## config.mk

```make
export PLATFORM = sky130hd
export DESIGN_NAME = cic_n1_m1_interp_16bit
export DESIGN_NICKNAME = d
export VERILOG_FILES = /design/src/rtl/cic_n1_m1_interp_16bit.sv
export SDC_FILE = /design/constraint.sdc
export NUM_CORES = 1
export LEC_CHECK = 0
export ABC_CLOCK_PERIOD_IN_PS = 5410
export CELL_PAD_IN_SITES_DETAIL_PLACEMENT = 0
export CELL_PAD_IN_SITES_GLOBAL_PLACEMENT = 1
export CORE_ASPECT_RATIO = 1.75
export CORE_MARGIN = 3
export CORE_UTILIZATION = 30
export DETAILED_ROUTE_END_ITERATION = 8
export GPL_ROUTABILITY_DRIVEN = 0
export GPL_TIMING_DRIVEN = 0
export PLACE_DENSITY_LB_ADDON = 0.2
export SYNTH_ARGS = -nofsm -noshare
export SYNTH_HDL_FRONTEND = slang
export SYNTH_SLANG_ARGS = --single-unit
```

## constraint.sdc

```tcl
create_clock -name rf_clk -period 5.41 [get_ports rf_clk]
set_input_delay 0.8115 -clock rf_clk [delete_from_list [all_inputs] [get_ports rf_clk]]
set_output_delay 0.8115 -clock rf_clk [all_outputs]
set_load 0.02 [all_outputs]
```

## src/rtl/cic_n1_m1_interp_16bit.sv

```systemverilog
// Single-stage CIC interpolator: comb at the audio rate, zero-stuff by R, integrate per rf_en tick.
// One-entry input buffer with valid/ready; output saturated to 16 bits and registered.
module cic_n1_m1_interp_16bit #(
   parameter int R = 256
) (
   input  logic        rf_clk,
   input  logic        reset,
   input  logic        rf_en,
   input  logic [15:0] audio_in,
   input  logic        audio_valid,
   output logic        audio_ready,
   output logic [15:0] rf_out,
   output logic        rf_valid,
   output logic        frame_start,
   output logic        underrun,
   input  logic        underrun_clr
);

   localparam int PW = $clog2(R);
   localparam logic [PW-1:0] LAST = PW'(R - 1);

   logic [PW-1:0]       phase;
   logic signed [15:0]  sample_buf;
   logic signed [15:0]  prev;
   logic                pending;
   logic signed [17:0]  integ;
   logic signed [17:0]  integ_next;
   logic signed [16:0]  comb;
   logic [15:0]         sat;
   logic                load;
   logic                accept;

   assign audio_ready = !pending && !reset;
   assign accept      = audio_valid && audio_ready;
   assign load        = rf_en && (phase == LAST);

   always_comb begin
      comb = '0;
      if (load && pending)
         comb = {sample_buf[15], sample_buf} - {prev[15], prev};
      // comb is zero outside load ticks, which is the zero-stuffing
      integ_next = integ + {comb[16], comb};
      if (integ_next > 18'sd32767)
         sat = 16'h7fff;
      else if (integ_next < -18'sd32768)
         sat = 16'h8000;
      else
         sat = integ_next[15:0];
   end

   always_ff @(posedge rf_clk) begin
      if (reset) begin
         phase       <= LAST;
         sample_buf  <= '0;
         prev        <= '0;
         pending     <= 1'b0;
         integ       <= '0;
         rf_out      <= '0;
         rf_valid    <= 1'b0;
         frame_start <= 1'b0;
         underrun    <= 1'b0;
      end else begin
         if (rf_en) begin
            phase  <= load ? '0 : phase + 1'b1;
            integ  <= integ_next;
            rf_out <= sat;
         end
         rf_valid    <= rf_en;
         frame_start <= load;
         if (load && pending) begin
            prev    <= sample_buf;
            pending <= 1'b0;
         end
         // accept only happens with pending clear, so it never collides with the load above
         if (accept) begin
            sample_buf <= audio_in;
            pending    <= 1'b1;
         end
         if (load && !pending)
            underrun <= 1'b1;
         else if (underrun_clr)
            underrun <= 1'b0;
      end
   end

endmodule

```

==> metrics.txt, run 1 <==
minimum clock period 5.02 ns; Syn Nets around 600; fin. max-slew vios 0; #FFs+latches synth 78; post-route ant nets 0; Avg Cell Area, Syn 8.24 um^2; number of global-route vias before repair 3935; IO Port Bufs 40; final instance area between 0.005 and 0.006 mm^2; max_cap viols 0; global-route wire length before repair roughly 19000 um; Syn. warnings 0; share of the yosys chip area belonging to registers 34.9%; skew final 0.00477 ns; CTS Buffer Depth 2; Core Util, Final 38.6%; leading cell type in the layout, fill and taps excluded nand2_1; setup ws final just under 0.4 ns; initial antenna violation count 0; Num CTS Buffers 9; clock tree sinks 78; Final Cycle Share 92.7%; Place WS -0.580 ns; Post-Route M1 WL 4640 um; Mapped Cells 542; async set or reset register ratio after synthesis 0%; met2 WL 6600 um; Synth Flop Type dfxtp_1; largest net degree at the start of global routing 13; GRT Util Overall 14.8%; cell taking the most area after synthesis dfxtp_1; critical path capture point type flop; Hold WC Path Type flop to flop; CP Max Fanout 10; CP arrival 5.24 ns; Setup-failing EPs final 0; crit path launch type flop; hpwl dp roughly 9300 um; Clock Latency Late Sink between 0.3 and 0.4 ns; Initial Util 30.8%; Post-Route WL 11600 um; CTS clk-pin slew, worst paths approximately 0.06 ns; Post-synth EDFFs 0; VDD IR max 0.120 mV; DRC viols 0; layout cells sized above 1 9.52%; Max transition margin 42.8%; Die Area 0.0165 mm^2; via/cell ratio 4.91; met3 wire length 248 um; RSZ-0062 raised after global routing no; Pwr Density about 300 mW/mm^2; worst slew pin tran 0.857 ns; die width 98.3 um; Final Hold Vio Count 0; FP Rows 58; ranking of synthesized cells by area dfxtp_1 35%, ha_1 9.5%, nand2_1 6.8%; fin cells 779; grt ovf 0; routed len/inst 14.9 um; Post-Syn Area 0.00447 mm^2; Layout area overhead 25.4%; leakage power 2.26 nW; Max Clock Freq 0.199 GHz; DR iter-0 viols 110; Die Y 167 um; Placed Area 0.00509 mm^2; CTS Root Cell clkbuf_16; I/O Pins 41; CTS tree done; First-pass DRT Iterations 4; Nets approximately 650; Synth top area share 34.9%; placed insts 762; Required @ worst endpoint 5.63 ns; PnR Total Power 1.66 mW; Synth cell types 56; antenna cell count 0; most frequent cells in the layout 81 x nand2_1, 78 x dfxtp_1, 47 x nor2_1, 40 x clkdlybuf4s50_1, 39 x a21oi_1; core footprint 0.0145 mm^2; top routing layer in use met4; total number of vias around 3800; H-tree levels 3; crit path kind flop to flop; status completed
## stage by stage
stage / hold WS [ns] / TNS (ns)
after floorplan: 0.432 / 0
after global placement: 0.436 / -6.46
after detailed placement: 0.447 / -6.93
after CTS: 0.454 / 0
after global routing: 0.468 / 0
final: 0.453 / 0
## synth_stat cells, types with 4 or more instances
library cell,count
ha_1,34
nor3_1,5
dfxtp_1,78
o21bai_1,4
clkbuf_1,18
nand2_1,81
and2_1,4
nand2b_1,6
o21ai_0,30
o2111ai_1,4
a21o_1,12
nor2b_1,8
xor2_1,10
o21a_1,6
a31oi_1,5
a221o_1,13
o31ai_1,5
xnor2_1,20
a21oi_1,44
mux2i_1,13
inv_1,36
nor2_1,48
nand3_1,9
## state kept, by name, indices dropped and copies added, names as in the netlist
| name | flops |
|---|---|
| pending | 1 |
| phase | 8 |
| frame_start | 1 |
| underrun | 1 |
| prev | 16 |
| rf_out | 16 |
| sample_buf | 16 |
| rf_valid | 1 |
| integ | 18 |
## power breakdown
part	switching [mW]	total, mW	internal [mW]
sequential	0.0272	0.637	0.610
clock	0.238	0.682	0.444
combinational	0.184	0.341	0.157
## worst max-delay path, cell delays in order, from the launching register on
cell	delay [ns]
dfxtp_1	0.31
inv_1	0.08
ha_1	0.19
fa_2	0.25
nor2b_4	0.05
o31a_1	0.30
o41ai_4	0.36
o21ai_2	0.14
a21oi_2	0.22
o21bai_1	0.09
a21oi_1	0.18
xor2_1	0.15
nor2_1	0.07
ha_1	0.35
a21oi_4	0.21
o2111ai_1	0.19
a2111oi_2	0.31
nor2_1	0.11
xor2_1	0.24
xnor2_2	0.16
a311oi_4	0.35
nor3_4	0.11
buf_6	0.16
a221o_1	0.31
## kinds of logic after synthesis
family / synth area share (%)
AO/OA/AOI/OAI: 23.3
XOR/XNOR: 5.88
AND/OR/NAND/NOR: 17.2
adder cells (fa/ha/maj): 10.4
multiplexers: 2.91
buffers and inverters: 5.29
flip-flops: 34.9
## timing repair
| action | in CTS | in global routing |
|---|---|---|
| setup endpoints to repair | 15 | 13 |
| setup buffers | 0 | 4 |
| hold buffers | 0 | 0 |
| pin swaps | 0 | 10 |
| gates resized for setup | 10 | 25 |
## layout make-up
| class | count | area [um^2] |
|---|---|---|
| sequential | 78 | 1560 |
| clock buffer | 9 | 225 |
| timing repair buffer | 44 | 430 |
| buffer | 23 | 103 |
| fill | 1547 | 8910 |
| clock inverter | 5 | 100 |
| inverter | 36 | 135 |
| tap | 180 | 225 |
| multi-input combinational | 404 | 2820 |
## metal layers
layer  vias to the layer above  track usage (%)
met5                         -                0
met4                         0             5.05
met3                        12             2.58
met2                        46             29.0
met1                      1765             15.4
li1                       2001                -
## path summary, 6_finish.rpt
| check | start | slack [ns] | cells after the start | to |
|---|---|---|---|---|
| min | sample_buf[0] | 0.45 | 2 | prev[0] |
| max reg2reg | sample_buf[0] | 0.39 | 23 | rf_out[8] |
| max | sample_buf[0] | 0.39 | 23 | rf_out[8] |
| min reg2reg | sample_buf[0] | 0.45 | 2 | prev[0] |
Note: power is estimated with default switching activity, not from simulation.
==> run 2: changes to the inputs <==
- TNS_END_PERCENT: default -> 50
==> results of run 2 <==
Same layout as run 1: the final DEF is identical, and so are final timing and power.
